`config.mk`:
```
export PLATFORM = sky130hd
export DESIGN_NAME = vend_ctrl_multi_flat
export DESIGN_NICKNAME = d
export VERILOG_FILES = /design/src/rtl/vend_ctrl_multi_pkg.sv /design/src/rtl/vend_ctrl_multi_if.sv /design/src/rtl/vend_ctrl_multi_stock_bank.sv /design/src/rtl/vend_ctrl_multi.sv /design/src/flat_wrapper.sv
export SDC_FILE = /design/constraint.sdc
export NUM_CORES = 1
export LEC_CHECK = 0
export ABC_AREA = 1
export CAP_MARGIN = 15
export CORE_MARGIN = 1
export CORE_UTILIZATION = 50
export CTS_CLUSTER_SIZE = 16
export DETAILED_ROUTE_END_ITERATION = 12
export PLACE_DENSITY = 0.89
export SYNTH_ARGS = -nofsm -noshare
export SYNTH_HDL_FRONTEND = slang
export SYNTH_HIERARCHICAL = 1
export SYNTH_SLANG_ARGS = --single-unit
```
`constraint.sdc`:
```
create_clock -name clk -period 3.9 [get_ports clk]
set_clock_uncertainty 0.2 [all_clocks]
set_input_delay 0.78 -clock clk [delete_from_list [all_inputs] [get_ports clk]]
set_output_delay 0.78 -clock clk [all_outputs]
set_load 0.05 [all_outputs]
```
`src/rtl/vend_ctrl_multi_pkg.sv`:
```
// Shared definitions for the multi-product vending controller: FSM state
// encoding, coin codes and the coin arithmetic helpers used by the controller.
package vend_ctrl_multi_pkg;

  // Encoding is visible on the state output, so the values are fixed here
  typedef enum logic [2:0] {
    ST_IDLE   = 3'd0,
    ST_CREDIT = 3'd1,
    ST_VEND   = 3'd2,
    ST_CHANGE = 3'd3
  } vend_state_e;

  // Coin codes shared by the acceptor strobe and the change hopper
  localparam logic [1:0] COIN_NONE = 2'b00;
  localparam logic [1:0] COIN_1    = 2'b01;
  localparam logic [1:0] COIN_5    = 2'b10;
  localparam logic [1:0] COIN_10   = 2'b11;

  // Wide enough for the largest coin value; callers widen to the credit width
  localparam int COIN_VAL_W = 4;

  // Monetary value of a coin code
  function automatic logic [COIN_VAL_W-1:0] coin_value(input logic [1:0] code);
    logic [COIN_VAL_W-1:0] val;
    case (code)
      COIN_1:  val = 4'd1;
      COIN_5:  val = 4'd5;
      COIN_10: val = 4'd10;
      default: val = 4'd0;
    endcase
    return val;
  endfunction

  // Largest coin not exceeding the amount still owed; COIN_NONE when nothing is owed
  function automatic logic [1:0] largest_coin(input int unsigned amount);
    logic [1:0] code;
    if (amount >= 32'd10)     code = COIN_10;
    else if (amount >= 32'd5) code = COIN_5;
    else if (amount >= 32'd1) code = COIN_1;
    else                      code = COIN_NONE;
    return code;
  endfunction

endpackage

```
`src/rtl/vend_ctrl_multi_if.sv`:
```
// Bundle of every front-end, actuator and status signal of the vending
// controller. The master side is the coin acceptor / keypad / actuator world,
// the slave side is the controller itself.
interface vend_ctrl_multi_if #(
  parameter int N_PROD = 4,
  parameter int SEL_W  = 3,
  parameter int AMT_W  = 6
) ();

  // Front end and actuator feedback towards the controller
  logic [1:0]             coin_in;
  logic [SEL_W-1:0]       product_sel;
  logic                   cancel;
  logic                   restock;
  logic [N_PROD*AMT_W-1:0] price_tbl;
  logic                   dispense_ack;
  logic                   change_ack;

  // Controller status and actuator requests
  logic [2:0]             state;
  logic [AMT_W-1:0]       credit;
  logic                   coin_reject;
  logic                   sel_nak;
  logic                   dispense_req;
  logic [SEL_W-1:0]       product_out;
  logic                   change_req;
  logic [1:0]             change_coin;
  logic [N_PROD-1:0]      sold_out;
  logic                   err_timeout;

  modport master (
    output coin_in, product_sel, cancel, restock, price_tbl, dispense_ack, change_ack,
    input  state, credit, coin_reject, sel_nak, dispense_req, product_out,
           change_req, change_coin, sold_out, err_timeout
  );

  modport slave (
    input  coin_in, product_sel, cancel, restock, price_tbl, dispense_ack, change_ack,
    output state, credit, coin_reject, sel_nak, dispense_req, product_out,
           change_req, change_coin, sold_out, err_timeout
  );

endinterface

```
`src/rtl/vend_ctrl_multi_stock_bank.sv`:
```
// Per-product stock counters. All counters reload together on reset or
// restock; a single counter decrements per delivered product and never wraps
// below zero. sold_out is decoded straight from the counter registers.
module vend_ctrl_multi_stock_bank #(
  parameter int N_PROD     = 4,
  parameter int SEL_W      = 3,
  parameter int STOCK_W    = 4,
  parameter int STOCK_INIT = 8
) (
  input  logic              clk,
  input  logic              reset_n,
  input  logic              load_i,
  input  logic              dec_i,
  input  logic [SEL_W-1:0]  dec_code_i,
  output logic [N_PROD-1:0] sold_out_o
);

  logic [STOCK_W-1:0] stock_q [N_PROD];

  // Reload on reset/restock, otherwise decrement the delivered product, saturating at zero
  always_ff @(posedge clk) begin
    if (!reset_n || load_i) begin
      for (int i = 0; i < N_PROD; i++) begin
        stock_q[i] <= STOCK_W'(STOCK_INIT);
      end
    end else if (dec_i) begin
      for (int i = 0; i < N_PROD; i++) begin
        if (dec_code_i == SEL_W'(i + 1) && stock_q[i] != '0) begin
          stock_q[i] <= stock_q[i] - STOCK_W'(1);
        end
      end
    end
  end

  // A product is sold out exactly when its counter reads zero
  always_comb begin
    sold_out_o = '0;
    for (int i = 0; i < N_PROD; i++) begin
      sold_out_o[i] = (stock_q[i] == '0);
    end
  end

endmodule

```
`src/rtl/vend_ctrl_multi.sv`:
```
// Multi-product vending controller. Holds the credit register, runs the
// IDLE/CREDIT/VEND/CHANGE flow, times out abandoned credit and pays change
// back one coin per hopper acknowledge. Every output comes from a register.
module vend_ctrl_multi
  import vend_ctrl_multi_pkg::*;
#(
  parameter int N_PROD      = 4,
  parameter int SEL_W       = 3,
  parameter int AMT_W       = 6,
  parameter int STOCK_W     = 4,
  parameter int STOCK_INIT  = 8,
  parameter int TIMEOUT_CYC = 1000
) (
  input  logic             clk,
  input  logic             reset_n,
  vend_ctrl_multi_if.slave bus
);

  // The idle timer only ever needs to reach TIMEOUT_CYC-1
  localparam int TMR_W = (TIMEOUT_CYC > 1) ? $clog2(TIMEOUT_CYC) : 1;
  localparam logic [TMR_W-1:0] TMR_LAST = TMR_W'((TIMEOUT_CYC > 0) ? TIMEOUT_CYC - 1 : 0);

  vend_state_e       state_q, state_d;
  logic [AMT_W-1:0]  credit_q, credit_d;
  logic [SEL_W-1:0]  product_out_q, product_out_d;
  logic              dispense_req_q, dispense_req_d;
  logic              change_req_q, change_req_d;
  logic [1:0]        change_coin_q, change_coin_d;
  logic              coin_reject_q, coin_reject_d;
  logic              sel_nak_q, sel_nak_d;
  logic              err_timeout_q, err_timeout_d;
  logic [TMR_W-1:0]  timer_q, timer_d;

  logic [AMT_W-1:0]  coin_amt;
  logic [AMT_W:0]    coin_sum;
  logic              coin_seen;
  logic              coin_fits;
  logic [AMT_W-1:0]  post_coin;
  logic              sel_valid;
  logic              sel_sold;
  logic [AMT_W-1:0]  sel_price;
  logic              activity;
  logic              timeout_hit;
  logic [AMT_W-1:0]  remaining;
  logic              load_stock;
  logic              dec_stock;
  logic [N_PROD-1:0] sold_out;

  vend_ctrl_multi_stock_bank #(
    .N_PROD    (N_PROD),
    .SEL_W     (SEL_W),
    .STOCK_W   (STOCK_W),
    .STOCK_INIT(STOCK_INIT)
  ) u_stock_bank (
    .clk       (clk),
    .reset_n   (reset_n),
    .load_i    (load_stock),
    .dec_i     (dec_stock),
    .dec_code_i(product_out_q),
    .sold_out_o(sold_out)
  );

  // Coin arithmetic is done one bit wider so overflow of the credit register is visible
  always_comb begin
    coin_amt  = AMT_W'(coin_value(bus.coin_in));
    coin_sum  = {1'b0, credit_q} + {1'b0, coin_amt};
    coin_seen = (bus.coin_in != COIN_NONE);
    coin_fits = ~coin_sum[AMT_W];
    post_coin = coin_fits ? coin_sum[AMT_W-1:0] : credit_q;
  end

  // Look up price and availability of the selected product; codes outside 1..N_PROD stay invalid
  always_comb begin
    sel_valid = 1'b0;
    sel_sold  = 1'b0;
    sel_price = '0;
    for (int i = 0; i < N_PROD; i++) begin
      if (bus.product_sel == SEL_W'(i + 1)) begin
        sel_valid = 1'b1;
        sel_sold  = sold_out[i];
        sel_price = bus.price_tbl[i*AMT_W +: AMT_W];
      end
    end
  end

  // Any customer action restarts the inactivity window; a zero timeout never fires
  always_comb begin
    activity    = coin_seen || (bus.product_sel != '0) || bus.cancel;
    timeout_hit = (TIMEOUT_CYC != 0) && !activity && (timer_q == TMR_LAST);
  end

  // Next-state logic; change_req/change_coin are primed on entry to CHANGE so payout starts without a bubble
  always_comb begin
    state_d        = state_q;
    credit_d       = credit_q;
    product_out_d  = product_out_q;
    dispense_req_d = dispense_req_q;
    change_req_d   = change_req_q;
    change_coin_d  = change_coin_q;
    coin_reject_d  = 1'b0;
    sel_nak_d      = 1'b0;
    err_timeout_d  = 1'b0;
    timer_d        = '0;
    remaining      = credit_q;
    load_stock     = 1'b0;
    dec_stock      = 1'b0;

    case (state_q)
      ST_IDLE: begin
        if (coin_seen) begin
          if (coin_fits) begin
            credit_d = post_coin;
            state_d  = ST_CREDIT;
          end else begin
            coin_reject_d = 1'b1;
          end
        end
        if (bus.product_sel != '0) begin
          sel_nak_d = 1'b1;
        end
        load_stock = bus.restock;
      end

      ST_CREDIT: begin
        credit_d = post_coin;
        if (coin_seen && !coin_fits) begin
          coin_reject_d = 1'b1;
        end
        if (!activity && TIMEOUT_CYC != 0) begin
          timer_d = timer_q + TMR_W'(1);
        end
        if (bus.cancel || timeout_hit) begin
          err_timeout_d = !bus.cancel;
          state_d       = ST_CHANGE;
          change_req_d  = (post_coin != '0);
          change_coin_d = largest_coin(32'(post_coin));
        end else if (bus.product_sel != '0) begin
          if (!sel_valid || sel_sold || post_coin < sel_price) begin
            sel_nak_d = 1'b1;
          end else begin
            credit_d       = post_coin - sel_price;
            product_out_d  = bus.product_sel;
            dispense_req_d = 1'b1;
            state_d        = ST_VEND;
          end
        end
      end

      ST_VEND: begin
        coin_reject_d = coin_seen;
        if (bus.dispense_ack) begin
          dec_stock      = 1'b1;
          dispense_req_d = 1'b0;
          product_out_d  = '0;
          state_d        = ST_CHANGE;
          change_req_d   = (credit_q != '0);
          change_coin_d  = largest_coin(32'(credit_q));
        end
      end

      ST_CHANGE: begin
        coin_reject_d = coin_seen;
        if (credit_q == '0) begin
          state_d       = ST_IDLE;
          change_req_d  = 1'b0;
          change_coin_d = COIN_NONE;
        end else if (change_req_q && bus.change_ack) begin
          remaining     = credit_q - AMT_W'(coin_value(change_coin_q));
          credit_d      = remaining;
          change_req_d  = (remaining != '0);
          change_coin_d = largest_coin(32'(remaining));
        end else begin
          change_req_d  = 1'b1;
          change_coin_d = largest_coin(32'(credit_q));
        end
      end

      default: begin
        state_d = ST_IDLE;
      end
    endcase
  end

  // Single state register for the FSM and all of its registered outputs
  always_ff @(posedge clk) begin
    if (!reset_n) begin
      state_q        <= ST_IDLE;
      credit_q       <= '0;
      product_out_q  <= '0;
      dispense_req_q <= 1'b0;
      change_req_q   <= 1'b0;
      change_coin_q  <= COIN_NONE;
      coin_reject_q  <= 1'b0;
      sel_nak_q      <= 1'b0;
      err_timeout_q  <= 1'b0;
      timer_q        <= '0;
    end else begin
      state_q        <= state_d;
      credit_q       <= credit_d;
      product_out_q  <= product_out_d;
      dispense_req_q <= dispense_req_d;
      change_req_q   <= change_req_d;
      change_coin_q  <= change_coin_d;
      coin_reject_q  <= coin_reject_d;
      sel_nak_q      <= sel_nak_d;
      err_timeout_q  <= err_timeout_d;
      timer_q        <= timer_d;
    end
  end

  assign bus.state        = state_q;
  assign bus.credit       = credit_q;
  assign bus.coin_reject  = coin_reject_q;
  assign bus.sel_nak      = sel_nak_q;
  assign bus.dispense_req = dispense_req_q;
  assign bus.product_out  = product_out_q;
  assign bus.change_req   = change_req_q;
  assign bus.change_coin  = change_coin_q;
  assign bus.sold_out     = sold_out;
  assign bus.err_timeout  = err_timeout_q;

endmodule

```
`src/flat_wrapper.sv`:
```
// flat-port wrapper written by rule: the top's interface ports become plain ports
module vend_ctrl_multi_flat import vend_ctrl_multi_pkg::*;
#(
  parameter int N_PROD      = 4,
  parameter int SEL_W       = 3,
  parameter int AMT_W       = 6,
  parameter int STOCK_W     = 4,
  parameter int STOCK_INIT  = 8,
  parameter int TIMEOUT_CYC = 1000
)
  (clk, reset_n, bus_coin_in, bus_product_sel, bus_cancel, bus_restock, bus_price_tbl, bus_dispense_ack, bus_change_ack, bus_state, bus_credit, bus_coin_reject, bus_sel_nak, bus_dispense_req, bus_product_out, bus_change_req, bus_change_coin, bus_sold_out, bus_err_timeout);
  vend_ctrl_multi_if #(.N_PROD(N_PROD), .SEL_W(SEL_W), .AMT_W(AMT_W)) bus_i ();
  input  logic clk;
  input  logic reset_n;
  input wire logic [$bits(bus_i.coin_in)-1:0] bus_coin_in;
  input wire logic [$bits(bus_i.product_sel)-1:0] bus_product_sel;
  input wire logic [$bits(bus_i.cancel)-1:0] bus_cancel;
  input wire logic [$bits(bus_i.restock)-1:0] bus_restock;
  input wire logic [$bits(bus_i.price_tbl)-1:0] bus_price_tbl;
  input wire logic [$bits(bus_i.dispense_ack)-1:0] bus_dispense_ack;
  input wire logic [$bits(bus_i.change_ack)-1:0] bus_change_ack;
  output wire logic [$bits(bus_i.state)-1:0] bus_state;
  output wire logic [$bits(bus_i.credit)-1:0] bus_credit;
  output wire logic [$bits(bus_i.coin_reject)-1:0] bus_coin_reject;
  output wire logic [$bits(bus_i.sel_nak)-1:0] bus_sel_nak;
  output wire logic [$bits(bus_i.dispense_req)-1:0] bus_dispense_req;
  output wire logic [$bits(bus_i.product_out)-1:0] bus_product_out;
  output wire logic [$bits(bus_i.change_req)-1:0] bus_change_req;
  output wire logic [$bits(bus_i.change_coin)-1:0] bus_change_coin;
  output wire logic [$bits(bus_i.sold_out)-1:0] bus_sold_out;
  output wire logic [$bits(bus_i.err_timeout)-1:0] bus_err_timeout;
  assign bus_i.coin_in = bus_coin_in;
  assign bus_i.product_sel = bus_product_sel;
  assign bus_i.cancel = bus_cancel;
  assign bus_i.restock = bus_restock;
  assign bus_i.price_tbl = bus_price_tbl;
  assign bus_i.dispense_ack = bus_dispense_ack;
  assign bus_i.change_ack = bus_change_ack;
  assign bus_state = bus_i.state;
  assign bus_credit = bus_i.credit;
  assign bus_coin_reject = bus_i.coin_reject;
  assign bus_sel_nak = bus_i.sel_nak;
  assign bus_dispense_req = bus_i.dispense_req;
  assign bus_product_out = bus_i.product_out;
  assign bus_change_req = bus_i.change_req;
  assign bus_change_coin = bus_i.change_coin;
  assign bus_sold_out = bus_i.sold_out;
  assign bus_err_timeout = bus_i.err_timeout;
  vend_ctrl_multi #(.N_PROD(N_PROD), .SEL_W(SEL_W), .AMT_W(AMT_W), .STOCK_W(STOCK_W), .STOCK_INIT(STOCK_INIT), .TIMEOUT_CYC(TIMEOUT_CYC)) u_core (.clk(clk), .reset_n(reset_n), .bus(bus_i));
endmodule
```
Word-level counts from Yosys, hierarchy flattened
Memories as Yosys holds them, arrays and structs flattened.
Index checks and enable logic that the tools add are counted.
{ "word_totals": {"ff_bits": 29, "mem_bits_rw": 16, "inputBits": 35, "out_inout_bits": 23, "n_memories": 1} }
{ "classes": {"add_sub_neg": 8, "magnitude_cmp": 10, "n_eq_ne": 30, "n_mux": 97, "n_bitwise": 6, "reduce_logical": 42} }
{ "mem_list": {"columns": ["name", "words", "word_bits", "rd", "rd_ports_with_merged_regs", "wr", "line", "source"], "rows": [
  ["u_core.u_stock_bank.stock_q", 4, 4, 4, 0, 4, "vend_ctrl_multi_stock_bank.sv:18", "logic [STOCK_W-1:0] stock_q [N_PROD];"]
]} }
{ "ops": {"columns": ["operator", "count"], "rows": [
  ["$mux 6", 12],
  ["$mux 1", 47],
  ["$mux 3", 11],
  ["$mux 4", 7],
  ["$pmux 4 s3", 2],
  ["$mux 2", 10],
  ["$eq 3x2->1 const B", 6],
  ["$ge 6x1->1 const B", 3],
  ["$ge 6x3->1 const B", 3],
  ["$ge 6x4->1 const B", 3],
  ["$pmux 6 s3", 1],
  ["$reduce_bool 6->1", 3],
  ["$logic_not 4->1", 4],
  ["$reduce_bool 4->1", 4],
  ["$sub 4x1->4 const B", 4],
  ["$pmux 3 s4", 1],
  ["$add 10x1->10 const B", 1],
  ["$eq 10x10->1 const B", 1],
  ["$ne 2x1->1 const B", 5],
  ["$ne 2x2->1 const B", 5],
  ["$reduce_and 5->1", 2],
  ["$eq 3x1->1 const B", 3],
  ["$reduce_bool 3->1", 3],
  ["$eq 2x2->1 const B", 4],
  ["24 further kinds", 48]
]} }

Longest topological paths before layout
{ "logic_depth": {"depth_word": 13, "depth_mapped": 23, "ltp_nobuf": 23} }

Modules after synthesis
Netlist, hierarchy kept.
{ "modules_own_cells": {"columns": ["module", "n_inst", "cells_each", "area_per_inst_um2", "seq_area_each_um2"], "rows": [
  ["vend_ctrl_multi", 1, 453, 2810.2, 560.5],
  ["vend_ctrl_multi_stock_bank", 1, 118, 983.4, 480.5]
]} }

Worst setup path after synthesis
No wires, ideal clock.
{ "synth_path": {"kind": "in2reg", "startpoint": "input bus_coin_in[0]", "endpoint": "register u_core.credit_q[5], in the netlist u_core/bus.credit[5]", "arrival_time_ns": 3.607, "required_ns": 3.582, "slack_ns": -0.025, "stages": 20, "path_cell_list": "inv_1 > ha_1 > ha_1 > ha_1 > inv_1 > nand2_1 > nand4_4 > nand2_8 > nand2_2 > nand2_2 > ha_1 > fa_1 > o21ai_0 > a21oi_1 > o21bai_1 > nand2_2 > nand2_2 > nand3_2 > a21oi_1 > nor2_1"} }
{ "synth_between": {"elab_chain_len": 10, "word_cells_on_any_way": 24, "cone_classes": "add/sub: 2; order compare: 1; eq/ne: 5; mux: 8; reduce/logical: 8"} }
{ "synth_lines": {"columns": ["item", "line", "source"], "rows": [
  ["start: declaration", "flat_wrapper.sv:15", "input wire logic [$bits(bus_i.coin_in)-1:0] bus_coin_in;"],
  ["$eq 2x2->1 or $eq 2x1->1 (tied branches)", "vend_ctrl_multi_pkg.sv:25", "case (code)"],
  ["$pmux 4 s3", "vend_ctrl_multi_pkg.sv:25", null],
  ["$add 6x4->7", "vend_ctrl_multi.sv:66", "coin_sum = {1'b0, credit_q} + {1'b0, coin_amt};"],
  ["$mux 6", "vend_ctrl_multi.sv:69", "post_coin = coin_fits ? coin_sum[AMT_W-1:0] : credit_q;"],
  ["$lt 6x6->1", "vend_ctrl_multi.sv:138", "if (!sel_valid || sel_sold || post_coin < sel_price) begin"],
  ["$logic_or 1x1->1", "vend_ctrl_multi.sv:138", null],
  ["$mux 6", "vend_ctrl_multi.sv:138", null],
  ["$mux 6", "vend_ctrl_multi.sv:137", "end else if (bus.product_sel != '0) begin"],
  ["$mux 6", "vend_ctrl_multi.sv:132", "if (bus.cancel || timeout_hit) begin"],
  ["$pmux 6 s3", "vend_ctrl_multi.sv:108", "case (state_q)"],
  ["end signal: assignment", "vend_ctrl_multi.sv:199", "credit_q <= credit_d;"],
  ["end: declaration", "vend_ctrl_multi.sv:24", "logic [AMT_W-1:0] credit_q, credit_d;"]
]} }
Parallel ways exist; a longest one is shown, timed or not. The select of a mux whose other input is x is not followed.
A chain may end at the register's enable or synchronous reset.

Worst setup path in the final report
{ "layout_path": {"startpoint": "input bus_coin_in[0]", "endpoint": "register u_core.state_q[1], in the netlist u_core/bus.state[1]"} }
{ "layout_between": {"elab_chain_len": 8, "word_cells_on_any_way": 21, "cone_classes": "add/sub: 1; order compare: 1; eq/ne: 7; mux: 4; reduce/logical: 8"} }
{ "layout_lines": {"columns": ["item", "line", "source"], "rows": [
  ["$eq 2x2->1, or another cell as far along", "vend_ctrl_multi_pkg.sv:25", null],
  ["$pmux 4 s3 or $logic_or 1x1->1 (tied branches)", "vend_ctrl_multi_pkg.sv:25, vend_ctrl_multi.sv:88", null],
  ["$add 6x4->7 or $logic_or 1x1->1 (tied branches)", "vend_ctrl_multi.sv:66, vend_ctrl_multi.sv:88", null],
  ["$mux 6 or $logic_not 1->1 (tied branches)", "vend_ctrl_multi.sv:69, vend_ctrl_multi.sv:89", null],
  ["$lt 6x6->1 or $logic_and 1x1->1 (tied branches)", "vend_ctrl_multi.sv:138, vend_ctrl_multi.sv:89", null],
  ["$logic_or 1x1->1, on equally long branches", "vend_ctrl_multi.sv:138, vend_ctrl_multi.sv:132", null],
  ["$ne 3x2->1 (no line), or another cell as far along", null, null],
  ["$reduce_and 6->1 (no line) or $pmux 3 s4 (tied branches)", null, null],
  ["end signal: assignment", "vend_ctrl_multi.sv:198", "state_q <= state_d;"],
  ["end: declaration", "vend_ctrl_multi.sv:23", "vend_state_e state_q, state_d;"]
]} }
Parallel ways exist; a longest one is shown, timed or not.

==> summary.md <==
| Metric | Value |
|---|---|
| Synth cell count leaders | `132 x nand2_1, 85 x inv_1, 80 x nor2_1, 44 x nand3_1, 33 x a21oi_1` |
| Clock slew at reported path FFs | `0.08 ns` |
| Worst Hold Class | `flop to flop` |
| Global-route wire length before repair | `16.2 mm` |
| Clk_lat worst skew | `0.30 ns` |
| Fillers | `625` |
| Antenna violations before repair | `0` |
| Dominant cells by area after synthesis | `dfxtp_1 15%, nand2_1 13%, edfxtp_1 13%` |
| RSZ-0062 raised after global routing | `no` |
| Via Count | `4,125` |
| Post-synth ARST share | `0` |
| Worst setup path category | `input pin to flop` |
| Share of layout cells above drive strength 1 | `0.155` |
| Most common cell in the synthesized netlist | `nand2_1` |
| DR iter-0 viols | `346` |
| Yosys reg bits | `44` |
| H-tree depth | `2` |
| Gp weighted congestion | `1.00` |
| Tot Pwr | `3.38 mW` |
| Distinct cells, synth | `43` |
| Pwr/cell area | `695 mW/mm2` |
| Overflow after GRT | `0` |
| Status | `completed` |
| Mean Syn Cell Area | `6.64 um2` |
| Avg WL per Cell | `13.6 um` |
| Largest net degree at the start of global routing | `15` |
| Die Area | `0.00794 mm2` |
| Min Hold Slack | `0.256 ns` |
| Worst endpoint required time | `3.89 ns` |
| Root buf cell | `clkbuf_8` |
| CTS Buffer Depth | `2` |
| Final setup fails | `0` |
| Static Leak | `2.32 nW` |
| Post-synth top area share | `0.148` |
| TritonCTS Buffers | `5` |
| Final Cycle Share | `0.949` |
| Largest area contributor in the netlist | `dfxtp_1` |
| 1st-pass router iterations | `5` |
| Worst Max-Slew Pin Slew | `0.575 ns` |
| Drt total wl | `10.4 mm` |
| Io pins | `58` |
| Primary FF master, synth | `dfxtp_1` |
| Num rows | `31` |
| Synth warn | `6` |
| Area delta synth->final | `27.9%` |
| PortBufs | `56` |
| CP Launch Type | `input pin` |
| Worst path arrival time | `3.69 ns` |
| Area of the core | `0.00729 mm2` |
| Min-Delay Path Depth | `1` |
| All-Layer GR Usage | `0.260` |
| Ant diodes | `0` |
| Syn Std Cell Area | `0.00379 mm2` |
| Crit path time final | `3.70 ns` |
| Die Y | `89.1 um` |
| Starting Density | `0.520` |
| Post-route ant nets | `0` |
| Max Fclk | `0.270 GHz` |
| Register Area | `0.00104 mm2` |
| VDD IR max | `0.469 mV` |
| Post-synth EDFFs | `16` |
| Worst-path fanout max | `7` |
| FF-to-FF path depth | `20` |
| # Max-Cap Violations | `0` |
| Fin. max-slew vios | `0` |
| Syn Inst Count | `571` |
| DP HPWL | `8.06 mm` |
| Area of the multi-input gates | `0.00240 mm2` |
| Hold Fails Final Rpt | `0` |
| Seq/Total Area, Yosys | `0.274` |
| CTS tree | `done` |
| Max_slew headroom | `0.612` |
| CTS Hold Bufs | `0` |
| Sinks on Clock Net | `44` |
| Number of global-route vias before repair | `3,776` |
| DR vias/cell | `5.39` |
| Die Width | `89.1 um` |
| Syn_nets | `636` |
| Crit end category | `flop` |
| Final #Nets | `730` |
| DRC | `0` |
==> worst max-delay path, stage by stage <==
cell	delay [ns]
clkbuf_2	0.11
inv_1	0.06
ha_1	0.28
ha_2	0.18
ha_2	0.17
inv_2	0.04
nand2_2	0.09
nand4_4	0.13
nand3b_1	0.17
nand2_2	0.08
ha_2	0.20
fa_2	0.35
o21ai_2	0.17
a21oi_1	0.08
o21bai_1	0.15
nand2_2	0.16
nand2_2	0.13
nand2_1	0.10
o21ai_1	0.18
a21oi_1	0.08
==> metal layers <==
metal,share of wire,vias to the layer above,track usage
met5,0,-,0
met4,0.019,0,0.0924
met3,0.077,21,0.0369
met2,0.48,190,0.468
met1,0.43,1881,0.317
li1,-,2033,-
==> cells in the final DEF, fill, tap and decap left out, drive strengths merged, types with 28 or more instances in the layout <==
cell           instances
nand2                145
inv                   94
nor2                  85
clkdlybuf4s50         54
nand3                 45
buf                   39
a21oi                 35
o21ai                 31
dfxtp                 28
ha                    28
==> power breakdown <==
| part | internal, mW | switching, mW | total (mW) |
|---|---|---|---|
| combinational | 0.895 | 1.50 | 2.39 |
| clock | 0.125 | 0.159 | 0.284 |
| sequential | 0.576 | 0.124 | 0.700 |
| total | 1.60 | 1.78 | 3.38 |
==> state kept, by name, summed over array words and instances, names as in the netlist, 2 cells and up <==
name	cells
u_core/bus.product_out	3
u_core/bus.state	2
u_core/bus.credit	6
u_core/bus.change_coin	2
u_core/timer_q	10
u_core/u_stock_bank/stock_q	16
==> path summary, 6_finish.rpt <==
check,from,to,slack [ns]
worst max-delay path,bus_coin_in[0],u_core/bus.state[1],0.20
worst max register to register,u_core/bus.credit[1],u_core/bus.state[1],0.54
worst min register to register,u_core/timer_q[0],u_core/timer_q[0],0.26
worst min-delay path,u_core/timer_q[0],u_core/timer_q[0],0.26
==> timing repair <==
action,4_1_cts,5_1_grt
setup endpoints to repair,13,12
resized for setup,16,9
cloned,0,0
setup buffers,1,1
pin swaps,5,7
==> final cells by class <==
class,count,area share
Sequential cell,44,0.214
Clock buffer,6,0.0150
Multi-Input combinational cell,425,0.495
Inverter,94,0.0727
Timing Repair Buffer,95,0.175
Tap cell,99,0.0255
Clock inverter,2,0.00258
==> logic make-up (layout without fill, tap and decap cells) <==
group           Yosys count  after routing  share of synthesized area
compound gates           83             83                      0.129
xor+xnor                  9              9                     0.0208
fa+ha+maj                30             30                      0.103
buf+inv                 102            197                      0.109
flops                    44             44                      0.274
other cells               1              1                   0.000988
simple gates            302            302                      0.363
==> stage by stage <==
step	std cells	utilization	TNS, ns	instance area (um2)	worst slack (ns)
6_report	765	0.666	0	4850	0.198
5_1_grt	765	0.666	0	4850	0.0457
4_1_cts	764	0.664	0	4840	0.0681
3_5_place_dp	755	0.644	-7.35	4700	-0.635
3_3_place_gp	755	0.644	-5.48	4700	-0.484
2_1_floorplan	571	-	0	3790	0.0480
Note: power is estimated with default switching activity, not from simulation.
